==> config.mk <==
export PLATFORM = sky130hd
export DESIGN_NAME = vga_timing_gen_flat
export DESIGN_NICKNAME = d
export VERILOG_FILES = /design/src/rtl/vga_timing_pkg.sv /design/src/rtl/vga_timing_gen_if.sv /design/src/rtl/vga_mode_rom.sv /design/src/rtl/vga_timing_gen.sv /design/src/flat_wrapper.sv
export SDC_FILE = /design/constraint.sdc
export NUM_CORES = 1
export LEC_CHECK = 0
export ABC_AREA = 0
export CORE_UTILIZATION = 55
export CTS_BUF_LIST = sky130_fd_sc_hd__clkbuf_8
export DETAILED_ROUTE_END_ITERATION = 16
export GPL_ROUTABILITY_DRIVEN = 1
export HOLD_SLACK_MARGIN = 0.05
export PLACE_DENSITY = 0.82
export SLEW_MARGIN = 10
export SYNTH_ARGS = -nofsm -noshare
export SYNTH_HDL_FRONTEND = slang
export SYNTH_SLANG_ARGS = --single-unit
==> constraint.sdc <==
create_clock -name clk -period 8.55 [get_ports clk]
set_clock_uncertainty 0.15 [all_clocks]
set_input_delay 1.71 -clock clk [delete_from_list [all_inputs] [get_ports clk]]
set_output_delay 1.71 -clock clk [all_outputs]
set_load 0.005 [all_outputs]
==> src/rtl/vga_timing_pkg.sv <==
// Shared timing types, the built-in mode table and the table sanity check.
package vga_timing_pkg;

  localparam int unsigned TIMING_W        = 16;
  localparam int unsigned NUM_TABLE_MODES = 2;
  localparam int unsigned MODE_IDX_W      = (NUM_TABLE_MODES > 1) ? $clog2(NUM_TABLE_MODES) : 1;

  typedef struct packed {
    logic [TIMING_W-1:0] h_visible;
    logic [TIMING_W-1:0] h_front;
    logic [TIMING_W-1:0] h_sync;
    logic [TIMING_W-1:0] h_back;
    logic [TIMING_W-1:0] h_total;
    logic [TIMING_W-1:0] v_visible;
    logic [TIMING_W-1:0] v_front;
    logic [TIMING_W-1:0] v_sync;
    logic [TIMING_W-1:0] v_back;
    logic [TIMING_W-1:0] v_total;
    logic                h_pol_pos;
    logic                v_pol_pos;
  } vga_timing_t;

  // Entry 0 sits in the low slice, so MODE_TABLE[i] is mode i.
  localparam vga_timing_t [NUM_TABLE_MODES-1:0] MODE_TABLE = {
    vga_timing_t'{h_visible: 16'd800, h_front: 16'd40, h_sync: 16'd128, h_back: 16'd88,
                  h_total: 16'd1056, v_visible: 16'd600, v_front: 16'd1, v_sync: 16'd4,
                  v_back: 16'd23, v_total: 16'd628, h_pol_pos: 1'b1, v_pol_pos: 1'b1},
    vga_timing_t'{h_visible: 16'd640, h_front: 16'd16, h_sync: 16'd96, h_back: 16'd48,
                  h_total: 16'd800, v_visible: 16'd480, v_front: 16'd10, v_sync: 16'd2,
                  v_back: 16'd33, v_total: 16'd525, h_pol_pos: 1'b0, v_pol_pos: 1'b0}
  };

  function automatic bit timing_fits(vga_timing_t t, int unsigned cnt_w);
    longint unsigned lim;
    longint unsigned hsum;
    longint unsigned vsum;
    lim  = 64'd1 << cnt_w;
    hsum = 64'(t.h_visible) + 64'(t.h_front) + 64'(t.h_sync) + 64'(t.h_back);
    vsum = 64'(t.v_visible) + 64'(t.v_front) + 64'(t.v_sync) + 64'(t.v_back);
    return (hsum == 64'(t.h_total)) && (vsum == 64'(t.v_total)) &&
           (t.h_total != '0) && (t.v_total != '0) &&
           (64'(t.h_total) <= lim) && (64'(t.v_total) <= lim);
  endfunction

endpackage

==> src/rtl/vga_timing_gen_if.sv <==
// Raster timing bundle: pixel enable and mode request in, counters and flags out.
interface vga_timing_gen_if #(
  parameter int unsigned CNT_W = 11
);
  logic             pix_ce;
  logic [1:0]       mode_sel;
  logic [CNT_W-1:0] hcount;
  logic [CNT_W-1:0] vcount;
  logic             visible;
  logic             blank_n;
  logic             hsync;
  logic             vsync;
  logic             line_start;
  logic             frame_start;
  logic [1:0]       mode_active;

  modport master (
    input  pix_ce, mode_sel,
    output hcount, vcount, visible, blank_n, hsync, vsync, line_start, frame_start,
           mode_active
  );

  modport slave (
    output pix_ce, mode_sel,
    input  hcount, vcount, visible, blank_n, hsync, vsync, line_start, frame_start,
           mode_active
  );
endinterface

==> src/rtl/vga_mode_rom.sv <==
// Combinational mode-index to timing lookup; out-of-table indices fall back to entry 0.
module vga_mode_rom
  import vga_timing_pkg::*;
#(
  parameter vga_timing_t [NUM_TABLE_MODES-1:0] ModeTable = MODE_TABLE
) (
  input  logic [1:0]  mode_i,
  output vga_timing_t timing_o
);

  always_comb begin
    timing_o = ModeTable[0];
    if (32'(mode_i) < NUM_TABLE_MODES) begin
      timing_o = ModeTable[mode_i[MODE_IDX_W-1:0]];
    end
  end

endmodule

==> src/rtl/vga_timing_gen.sv <==
// Multi-mode VGA raster timing generator with pixel clock-enable and frame-aligned mode switch.
module vga_timing_gen
  import vga_timing_pkg::*;
#(
  parameter int unsigned CNT_W        = 11,
  parameter int unsigned NUM_MODES    = 2,
  parameter int unsigned MODE_DEFAULT = 0,
  parameter vga_timing_t [NUM_TABLE_MODES-1:0] ModeTable = MODE_TABLE
) (
  input  logic      clk,
  input  logic      reset,
  vga_timing_gen_if.master bus_io
);

  if (NUM_MODES < 1 || NUM_MODES > NUM_TABLE_MODES || MODE_DEFAULT >= NUM_MODES) begin : g_bad_cfg
    $error("vga_timing_gen: NUM_MODES/MODE_DEFAULT out of range");
  end
  for (genvar i = 0; i < NUM_TABLE_MODES; i++) begin : g_tbl_chk
    localparam int unsigned Idx = i;
    if (!timing_fits(ModeTable[Idx[MODE_IDX_W-1:0]], CNT_W)) begin : g_bad_mode
      $error("vga_timing_gen: mode table entry inconsistent or too large for CNT_W");
    end
  end

  localparam vga_timing_t DefTiming = ModeTable[MODE_DEFAULT[MODE_IDX_W-1:0]];

  logic [CNT_W-1:0] h_q, h_d, v_q, v_d;
  logic [1:0]       mode_q, mode_d;
  logic             vis_q, vis_d, hsync_q, hsync_d, vsync_q, vsync_d;
  logic             ls_q, ls_d, fs_q, fs_d;
  logic             h_wrap, v_wrap;
  logic [CNT_W-1:0] hs_start, hs_end, vs_start, vs_end;
  vga_timing_t      cur_t, nxt_t;

  // cur_t sets the wrap limits; nxt_t describes the position being loaded, so flags
  // for the first (0,0) after a switch already use the new mode.
  vga_mode_rom #(.ModeTable(ModeTable)) u_rom_cur (.mode_i(mode_q), .timing_o(cur_t));
  vga_mode_rom #(.ModeTable(ModeTable)) u_rom_nxt (.mode_i(mode_d), .timing_o(nxt_t));

  always_comb begin
    h_wrap = (h_q == CNT_W'(cur_t.h_total - 16'd1));
    v_wrap = (v_q == CNT_W'(cur_t.v_total - 16'd1));
    h_d    = h_q;
    v_d    = v_q;
    mode_d = mode_q;
    ls_d   = 1'b0;
    fs_d   = 1'b0;
    if (bus_io.pix_ce) begin
      if (h_wrap) begin
        h_d  = '0;
        ls_d = 1'b1;
        if (v_wrap) begin
          v_d  = '0;
          fs_d = 1'b1;
          if (32'(bus_io.mode_sel) < NUM_MODES) begin
            mode_d = bus_io.mode_sel;
          end
        end else begin
          v_d = v_q + CNT_W'(1);
        end
      end else begin
        h_d = h_q + CNT_W'(1);
      end
    end
  end

  always_comb begin
    hs_start = CNT_W'(nxt_t.h_visible + nxt_t.h_front);
    hs_end   = CNT_W'(nxt_t.h_visible + nxt_t.h_front + nxt_t.h_sync);
    vs_start = CNT_W'(nxt_t.v_visible + nxt_t.v_front);
    vs_end   = CNT_W'(nxt_t.v_visible + nxt_t.v_front + nxt_t.v_sync);
    vis_d    = (h_d < CNT_W'(nxt_t.h_visible)) && (v_d < CNT_W'(nxt_t.v_visible));
    hsync_d  = ((h_d >= hs_start) && (h_d < hs_end)) ^ ~nxt_t.h_pol_pos;
    vsync_d  = ((v_d >= vs_start) && (v_d < vs_end)) ^ ~nxt_t.v_pol_pos;
  end

  always_ff @(posedge clk) begin
    if (reset) begin
      h_q     <= '0;
      v_q     <= '0;
      mode_q  <= 2'(MODE_DEFAULT);
      vis_q   <= 1'b1;
      hsync_q <= ~DefTiming.h_pol_pos;
      vsync_q <= ~DefTiming.v_pol_pos;
      ls_q    <= 1'b0;
      fs_q    <= 1'b0;
    end else begin
      h_q     <= h_d;
      v_q     <= v_d;
      mode_q  <= mode_d;
      vis_q   <= vis_d;
      hsync_q <= hsync_d;
      vsync_q <= vsync_d;
      ls_q    <= ls_d;
      fs_q    <= fs_d;
    end
  end

  assign bus_io.hcount      = h_q;
  assign bus_io.vcount      = v_q;
  assign bus_io.visible     = vis_q;
  assign bus_io.blank_n     = vis_q;
  assign bus_io.hsync       = hsync_q;
  assign bus_io.vsync       = vsync_q;
  assign bus_io.line_start  = ls_q;
  assign bus_io.frame_start = fs_q;
  assign bus_io.mode_active = mode_q;

endmodule

==> src/flat_wrapper.sv <==
// flat-port wrapper written by rule: the top's interface ports become plain ports
module vga_timing_gen_flat import vga_timing_pkg::*;
#(
  parameter int unsigned CNT_W        = 11,
  parameter int unsigned NUM_MODES    = 2,
  parameter int unsigned MODE_DEFAULT = 0,
  parameter vga_timing_t [NUM_TABLE_MODES-1:0] ModeTable = MODE_TABLE
)
  (clk, reset, bus_io_pix_ce, bus_io_mode_sel, bus_io_hcount, bus_io_vcount, bus_io_visible, bus_io_blank_n, bus_io_hsync, bus_io_vsync, bus_io_line_start, bus_io_frame_start, bus_io_mode_active);
  vga_timing_gen_if #(.CNT_W(CNT_W)) bus_io_i ();
  input  logic clk;
  input  logic reset;
  input wire logic [$bits(bus_io_i.pix_ce)-1:0] bus_io_pix_ce;
  input wire logic [$bits(bus_io_i.mode_sel)-1:0] bus_io_mode_sel;
  output wire logic [$bits(bus_io_i.hcount)-1:0] bus_io_hcount;
  output wire logic [$bits(bus_io_i.vcount)-1:0] bus_io_vcount;
  output wire logic [$bits(bus_io_i.visible)-1:0] bus_io_visible;
  output wire logic [$bits(bus_io_i.blank_n)-1:0] bus_io_blank_n;
  output wire logic [$bits(bus_io_i.hsync)-1:0] bus_io_hsync;
  output wire logic [$bits(bus_io_i.vsync)-1:0] bus_io_vsync;
  output wire logic [$bits(bus_io_i.line_start)-1:0] bus_io_line_start;
  output wire logic [$bits(bus_io_i.frame_start)-1:0] bus_io_frame_start;
  output wire logic [$bits(bus_io_i.mode_active)-1:0] bus_io_mode_active;
  assign bus_io_i.pix_ce = bus_io_pix_ce;
  assign bus_io_i.mode_sel = bus_io_mode_sel;
  assign bus_io_hcount = bus_io_i.hcount;
  assign bus_io_vcount = bus_io_i.vcount;
  assign bus_io_visible = bus_io_i.visible;
  assign bus_io_blank_n = bus_io_i.blank_n;
  assign bus_io_hsync = bus_io_i.hsync;
  assign bus_io_vsync = bus_io_i.vsync;
  assign bus_io_line_start = bus_io_i.line_start;
  assign bus_io_frame_start = bus_io_i.frame_start;
  assign bus_io_mode_active = bus_io_i.mode_active;
  vga_timing_gen #(.CNT_W(CNT_W), .NUM_MODES(NUM_MODES), .MODE_DEFAULT(MODE_DEFAULT), .ModeTable(ModeTable)) u_core (.clk(clk), .reset(reset), .bus_io(bus_io_i));
endmodule
==> flow_results.org, run 1 <==
** Timing
- The final hold violation count is 0.
- The max-slew violation count came to 0.
- Summed over all failing endpoints, the final setup total negative slack is 0 ps.
- Setup repair after global routing left no endpoint under its margin.
- The clock period could shrink to 5750 ps.
- Least-Margin Pin Slew :: 845 ps
- Final Cycle Share :: 67.3%
- Headroom to the max-slew limit came out at 43.5%.
- Setup violations remaining at the end of the flow were counted as 0.
- Highest achievable clock rate :: 0.174 GHz
- The tightest hold path in the finished design has a slack of 386 ps.

** Clock network
- Buffers inserted during clock tree synthesis total 5.
- TritonCTS clock tree :: built
- Clock net sink count :: 29
- Number of hold buffers added after cts :: 0
- Clk slew on worst S/H paths :: 60 ps
- The number of setup buffers added after CTS is 0.
- Max Buffers Root-to-Sink :: 2
- The clock tree synthesis step divided the H-tree into 2 levels.
- Root Driver :: sky130_fd_sc_hd__clkbuf_8
- Total of cells resized after clock tree synthesis :: 0
- The later pin in the worst-skew pair is clocked with a latency of 290 ps.

** Synth
- Yosys mapped the design onto 50 distinct sky130hd cell types.
- The average instance in the mapped netlist occupies 7.96 µm².
- Counting flops with an async set or reset pin after synthesis yields a share of 0%.
- Number of warning messages in the yosys log :: 0
- The mapped netlist covers 2090 µm².
- The synthesized design spends more area on one cell type than any other, namely sky130_fd_sc_hd__dfxtp_1.
- Counting every net in the synthesized netlist gives 293.
- Syn Inst Count :: 263
- After synthesis, the cell types taking the most area are sky130_fd_sc_hd__dfxtp_1 (28%), sky130_fd_sc_hd__ha_1 (15%), sky130_fd_sc_hd__nor2_1 (5.7%).
- Fraction of post-synthesis cell area in the top cell type by area :: 27.7%
- Xor and xnor area share after synthesis :: 4.18%
- In the post-synthesis netlist, the cell with the most instances is sky130_fd_sc_hd__nor2_1.
- Multiplexer share of the synthesized area :: 2.69%
- Summing the areas of all compound-gate instances in the mapped netlist gives 17.4% of the synthesized area.
- List of most frequent post-synthesis cells :: sky130_fd_sc_hd__nor2_1 (32), sky130_fd_sc_hd__dfxtp_1 (29), sky130_fd_sc_hd__ha_1 (25)
- Register area share after synthesis :: 27.7%
- Of the total synthesized cell area, the portion taken by full adders, half adders and majority gates is 14.9%.
- Counting flops with a built-in enable in the synthesized netlist gives 0.
- Simple logic cell fraction of the synthesized area :: 27.9%
- Among all flip-flop cells after synthesis, the most frequent one is sky130_fd_sc_hd__dfxtp_1.
- In this run, synthesis produced a sequential element count of 29.
- By area, the combinational part of the netlist is dominated by simple AND/OR/NAND/NOR gates.

** Place
- Placer's final routability congestion estimate :: 0.901
- In this run the tool buffered the top-level ports with 34 buffer cells.
- Dpl hpwl :: 3.85 mm

** Floorplanning
- The die covers 4060 µm².
- Once the floorplan was initialized, standard cells occupied 57.2% of the core.
- After floorplanning, the core was sized to cover 3660 µm².
- Number of placement rows :: 22
- I/O pin total :: 35
- Die height :: 63.7 µm
- From left edge to right edge, the die measures 63.7 µm.

** GRT
- Via count of the first global-routing pass :: 1,813
- Grt total ovfl :: 0
- The number of antenna violations at the first check in global routing is 0.
- In the global route stage, overall resource usage came out at 27.5%.
- Pin count of the biggest net entering global routing :: 23
- The first global-routing pass estimated 8.50 mm of wire.

** Detailed routing
- In the routed design, unresolved DRC markers number 0.
- In this run, the number of DRC markers left after iteration 0 of detailed routing was 150.
- Total number of vias :: 2,008
- After detailed routing, the average wire length per cell comes to 14.8 µm.
- Vias per cell :: 5.80
- Drt pass-1 iters :: 4
- Total length of routed wires :: 5.14 mm
- Antenna viol nets, final :: 0

** Power
- The worst-case IR drop observed on VDD is 0.0000911 V.
- For this design the ratio of total power to cell area is 110 nW/µm².
- The analysis attributes to cell leakage a power of 1.14 nW.

** Critical path
- Of all nets on the critical path, the largest fanout is 11.
- Crit Path Category :: in2reg
- Endpoint of the lowest-slack register-to-register path :: u_core.bus_io.vsync
- The startpoint identified for the worst register-to-register timing path is u_core.bus_io.hcount[0].
- WP data arrival :: 5800 ps
- For the worst flop-to-flop path, the logic depth is 14.
- Data on the critical path is required at its endpoint by 8600 ps.
- The worst register-to-register path has a setup slack of 4280 ps.
- Worst Setup End Kind :: register
- Type of element launching the critical path :: primary input

** Worst hold path
- Beginning of the worst hold path :: u_core.bus_io.hcount[1]
- Min-Delay Path Depth :: 2
- The path with the worst hold slack has its endpoint at u_core.bus_io.hcount[1].
- Worst min-delay path class :: reg2reg

** Finish
- For this run, the post-layout net count is 327.
- Compared with the post-synthesis result, the final layout area differs by 22.3%.
- Of the cells placed in the final design, the portion with a size suffix greater than 1 is 6.38%.
- Antenna diode count :: 0
- Layout filler cell count :: 298

** Flow run
- Count of maximum capacitance violations :: 0

** Run status
- The run finished with clean final reports.
cells in the final DEF (no fill, tap or decap), types with 2 or more instances in the layout:
cell type	n
sky130_fd_sc_hd__nand2b_1	5
sky130_fd_sc_hd__or3_1	2
sky130_fd_sc_hd__nor4_1	2
sky130_fd_sc_hd__a21o_1	10
sky130_fd_sc_hd__o31a_1	2
sky130_fd_sc_hd__nor2b_1	3
sky130_fd_sc_hd__a22oi_1	2
sky130_fd_sc_hd__ha_1	25
sky130_fd_sc_hd__nand4_1	6
sky130_fd_sc_hd__o31ai_1	3
sky130_fd_sc_hd__a31oi_1	4
sky130_fd_sc_hd__xor2_1	3
sky130_fd_sc_hd__conb_1	2
sky130_fd_sc_hd__clkdlybuf4s50_1	34
sky130_fd_sc_hd__and3_1	5
sky130_fd_sc_hd__clkinv_2	2
sky130_fd_sc_hd__dfxtp_1	29
sky130_fd_sc_hd__nand3_1	14
sky130_fd_sc_hd__o21ai_0	12
sky130_fd_sc_hd__mux2i_1	3
sky130_fd_sc_hd__nor3_1	10
sky130_fd_sc_hd__nand3b_1	2
sky130_fd_sc_hd__a21oi_1	10
sky130_fd_sc_hd__clkbuf_8	7
sky130_fd_sc_hd__nor4b_1	2
sky130_fd_sc_hd__xnor2_1	7
sky130_fd_sc_hd__nor2_1	32
sky130_fd_sc_hd__nand2_1	18
sky130_fd_sc_hd__and2_1	7
sky130_fd_sc_hd__inv_1	16
worst max path at each step:
stage                                     end          start  slack (ps)
final                     u_core.bus_io.vsync  bus_io_pix_ce        2800
after global routing      u_core.bus_io.vsync  bus_io_pix_ce        2570
after CTS                 u_core.bus_io.vsync  bus_io_pix_ce        2830
after detailed placement  u_core.bus_io.vsync  bus_io_pix_ce        2580
after global placement    u_core.bus_io.vsync  bus_io_pix_ce        2800
after floorplan           u_core.bus_io.vsync  bus_io_pix_ce        3920
metrics by stage:
step                      instances  worst slack [ps]  total power (W)  area [µm²]  util, %
after global routing            346              2570         0.000291        2560     70.0
after detailed placement        338              2580         0.000155        2460     67.2
final                           346              2800         0.000281        2560     70.0
after CTS                       346              2830         0.000284        2560     70.0
after floorplan                 263              3920         0.000149        2090        -
after global placement          338              2800         0.000155        2460     67.2
layer usage:
layer  track usage [%]  vias to the layer above  wire, µm
li1                  -                     1000         -
met1              34.7                      934      2320
met2              43.6                       62      2450
met3              5.07                       12       224
met4              15.1                        0       145
met5                 0                        -         0
where the power goes:
group	internal (W)	total, W	switching, W
clock network	0.0000727	0.000128	0.0000553
logic	0.00000685	0.0000144	0.00000755
registers	0.000136	0.000138	0.00000195
logic make-up (layout without fill, tap and decap cells):
logic type / Yosys count / count (layout)
simple gates: 114 / 114
compound gates: 54 / 54
flops: 29 / 29
fa+ha+maj: 25 / 25
buf+inv: 24 / 59
xor+xnor: 10 / 10
mux: 5 / 5
other cells: 2 / 2
flip-flops by register name, summed over array words and instances, names as in the netlist:
name                       cells
u_core.bus_io.hsync            1
u_core.bus_io.hcount          11
u_core.bus_io.mode_active      2
u_core.bus_io.line_start       1
u_core.bus_io.frame_start      1
u_core.bus_io.vcount          11
u_core.bus_io.blank_n          1
u_core.bus_io.vsync            1
worst max-delay path, cell delays in order:
cell,delay [ps]
sky130_fd_sc_hd__clkdlybuf4s50_1,660
sky130_fd_sc_hd__nand2_1,160
sky130_fd_sc_hd__nor2_1,290
sky130_fd_sc_hd__nand3_1,400
sky130_fd_sc_hd__or3_4,500
sky130_fd_sc_hd__mux2_2,390
sky130_fd_sc_hd__ha_1,410
sky130_fd_sc_hd__nand3_1,80
sky130_fd_sc_hd__or3_1,310
sky130_fd_sc_hd__o32ai_1,170
sky130_fd_sc_hd__or3_1,160
sky130_fd_sc_hd__nand4_1,80
sky130_fd_sc_hd__a211oi_2,250
sky130_fd_sc_hd__mux2i_1,230
layout make-up:
type                    count  area, µm²  share of cell area, %
multi-input cells         210       1410                   55.2
flip-flops and latches     29        581                   22.7
clock buffers               7       96.3                   3.76
clock inverters             1       5.00                  0.195
repair buffers             34        340                   13.3
inverters                  17       65.1                   2.54
well taps                  48       60.1                   2.34
No activity file was read; power rests on OpenSTA's default activity.
==> run 2, diff against run 1 <==
==> constraint.sdc (replaced) <==
create_clock -name clk -period 5.7 [get_ports clk]
set_clock_uncertainty 0.15 [all_clocks]
set_input_delay 1.14 -clock clk [delete_from_list [all_inputs] [get_ports clk]]
set_output_delay 1.14 -clock clk [all_outputs]
set_load 0.005 [all_outputs]
==> run 2 against run 1 <==
  * Utilization is 0.41 points higher
  * Wire length is 1.2% higher
  * Die area stayed put
  * Sequential share of layout area is 0.13 points lower
  * Flip-flop and latch count stayed put
  * Critical path depth stayed put
  * Combinational power is 49% higher
  * Count of clock-buffer cells in the layout stayed put
  * Non-clock buffer count is 2 higher
  * Global-route usage is 1.1 points higher
  * Critical endpoint unchanged
  * Largest cell class unchanged
  * Largest power group unchanged
  * Highest routed layer unchanged
==> flow_results.org, run 2 (synthesized netlist as in run 1, its figures left out) <==
** GRT
- The global-route wire length before repair was 8.87 mm (+4.3%).
- Antenna violations before repair :: 0 (unchanged)
- GR Util All Layers :: 28.5% (+1.1 points)
- Pin count of the biggest net entering global routing :: 23 (unchanged)
- Via count of the first global-routing pass :: 1,955 (+7.8%)
- Grt total ovfl :: 0 (unchanged)

** Floorplanning
- The die outline width was 63.7 µm (unchanged).
- The total die area is 4060 µm² (unchanged).
- Initial core utilization :: 57.2% (unchanged)
- The core area is 3660 µm² (unchanged).
- The placement row count is 22 (unchanged).
- The number of top-level pins was 35 (unchanged).
- The die outline height was 63.7 µm (unchanged).

** Power
- Leakage power of the design :: 1.15 nW (+0.84%)
- Power per Cell Area :: 161 nW/µm² (+47%)
- The highest ir drop seen on vdd came to 0.000126 V (+39%).

** Clock network
- The count of instances resized after the clock tree is built is 0 (unchanged).
- The post-cts hold buffer count came to 0 (unchanged).
- Root Driver :: sky130_fd_sc_hd__clkbuf_8
- Setup repair bufs after CTS :: 0 (unchanged)
- The H-tree level count is 2 (unchanged).
- Clock insertion delay at the later pin of the skew report :: 280 ps (about the same)
- Clk slew on worst S/H paths :: 60 ps (about the same)
- The number of buffers on the longest clock path came to 2 (unchanged).
- Clock net sink count :: 29 (unchanged)
- Clock buffer count from CTS :: 5 (unchanged)
- TritonCTS built the clock tree.

** Critical path
- Peak per-stage delay on the critical path :: 670 ps (about the same)
- Peak fanout along the critical path :: 11 (unchanged)
- For this design, the slowest cell found on the critical path is sky130_fd_sc_hd__clkdlybuf4s50_1.
- The critical path is of the in2reg type.
- Worst Setup End Kind :: register
- The worst path required time came to 5760 ps (-2840 ps).
- Chain of cells forming the critical path :: clkdlybuf4s50_1, nand2_1, nor2_1, nand3_1, or3_4, mux2_2, ha_1, nand3_1, or3_1, o32ai_1, or3_1, nand4_1, a211oi_2, mux2i_1
- Type of element launching the critical path :: primary input
- The worst path arrival time came to 4860 ps (-940 ps).

** Run status
- Result of the run :: completed

** Detailed routing
- The detail-routed via count per cell came to 5.85 (+0.86%).
- The remaining antenna violation count after routing was 0 (unchanged).
- Total number of vias :: 2,037 (+1.4%)
- Drt pass-1 iters :: 4 (unchanged)
- The residual DRC count was 0 (unchanged).
- Count of routing violations after the opening detailed-route iteration :: 177 (+18%)
- The total wire length after detailed routing is 5.20 mm (+1.2%).
- The routed wire length per instance is 14.9 µm (+0.61%).

** Timing
- The number of setup violations in the final report came to 0 (unchanged).
- Clock period minus final worst setup slack :: 4800 ps
- The final hold violation count is 0 (unchanged).
- Dividing the final minimum period by the clock period gives 84.1%.
- The measured slew at the worst slew-check pin came to 818 ps (-27.7 ps).
- Setup repair after global routing left no endpoint under its margin.
- Setup TNS Final :: 0 ps (unchanged)
- Highest achievable clock rate :: 0.209 GHz
- The max-slew violation count is 0 (unchanged).
- The remaining max-slew budget at the tightest pin was 45.3% (+1.9 points).

** Finish
- The multi-input logic area came to 1410 µm² (unchanged).
- Final Net Count :: 329 (+0.61%)
- The library cells used most frequently in the layout, excluding fill and tap cells, are sky130_fd_sc_hd__clkdlybuf4s50_1 (34), sky130_fd_sc_hd__nor2_1 (32), sky130_fd_sc_hd__dfxtp_1 (29).
- Cell area after layout :: 2580 µm² (+0.59%)
- The share of post-route cells with drive strength above 1 was 7.00% (+0.62 points).
- Sequential Area :: 581 µm² (unchanged)
- The number of inserted filler cells in the final layout is 300 (+0.67%).
- Compared with the post-synthesis result, the final layout area differs by 23.0%.
- Most common library cell in the layout ignoring fill and taps :: sky130_fd_sc_hd__clkdlybuf4s50_1
- The antenna diode count is 0 (unchanged).

** Place
- Placed cell area :: 2470 µm² (+0.61%)
- The global placement routability congestion is 0.938 (+4.0%).
- Count of input and output buffers :: 34 (unchanged)
- The estimated wirelength of the detail-placed design was 3.94 mm (+2.2%).

** Flow run
- The max-cap violation count was 0 (unchanged).

** Worst hold path
- Worst min-delay path class :: reg2reg
[run 2: cell types whose count changed in the layout (fill, tap and decap cells not counted)]
cell,change
sky130_fd_sc_hd__buf_4,+2
[run 2: per-layer routing]
metal / track usage (%) / routed length, µm / part of all wire, % / up-vias
met5: 0 / 0 / 0 / -
met4: 17.0 / 152 / 2.9 / 0
met3: 7.07 / 242 / 4.7 / 17
met2: 45.2 / 2510 / 48 / 67
met1: 34.5 / 2290 / 44 / 944
li1: - / - / - / 1009
[run 2: stage by stage]
stage               setup slack [ps]  hold slack [ps]  instances  total power, W  utilization [%]
floorplan                       1640              360        263        0.000223                -
global placement                 877              376        340        0.000233             67.6
detailed placement               671              389        340        0.000233             67.6
CTS                              958              397        348        0.000418             70.4
global route                     634              433        348        0.000435             70.4
finish                           904              390        348        0.000416             70.4
[run 2: path summary, 6_finish.rpt]
| check | startpoint | end | slack, ps | cells after the start |
|---|---|---|---|---|
| setup reg to reg | u_core.bus_io.vcount[6] | u_core.bus_io.vsync | 1630 | 13 |
| hold reg to reg | u_core.bus_io.hcount[1] | u_core.bus_io.hcount[1] | 390 | 2 |
| hold / removal | u_core.bus_io.hcount[1] | u_core.bus_io.hcount[1] | 390 | 2 |
| setup / recovery | bus_io_pix_ce | u_core.bus_io.vsync | 900 | 14 |
[run 2: where the power goes]
part | switching, W | internal (W)
clock | 0.0000782 | 0.000109
combinational | 0.0000112 | 0.0000103
sequential | 0.00000279 | 0.000204
[run 2: cell type report]
type | instances | area share [%]
clock inverter | 1 | 0.194
inverter | 17 | 2.53
tap | 48 | 2.33
clock buffer | 7 | 3.74
timing repair buffer | 36 | 13.8
sequential | 29 | 22.5
multi-input combinational | 210 | 54.9
[run 2: critical path, delay by kind of cell]
| family | cells | cell delay [ps] |
|---|---|---|
| compound gates | 2 | 400 |
| buf+inv | 1 | 670 |
| mux | 2 | 590 |
| simple gates | 8 | 1640 |
| fa+ha+maj | 1 | 420 |
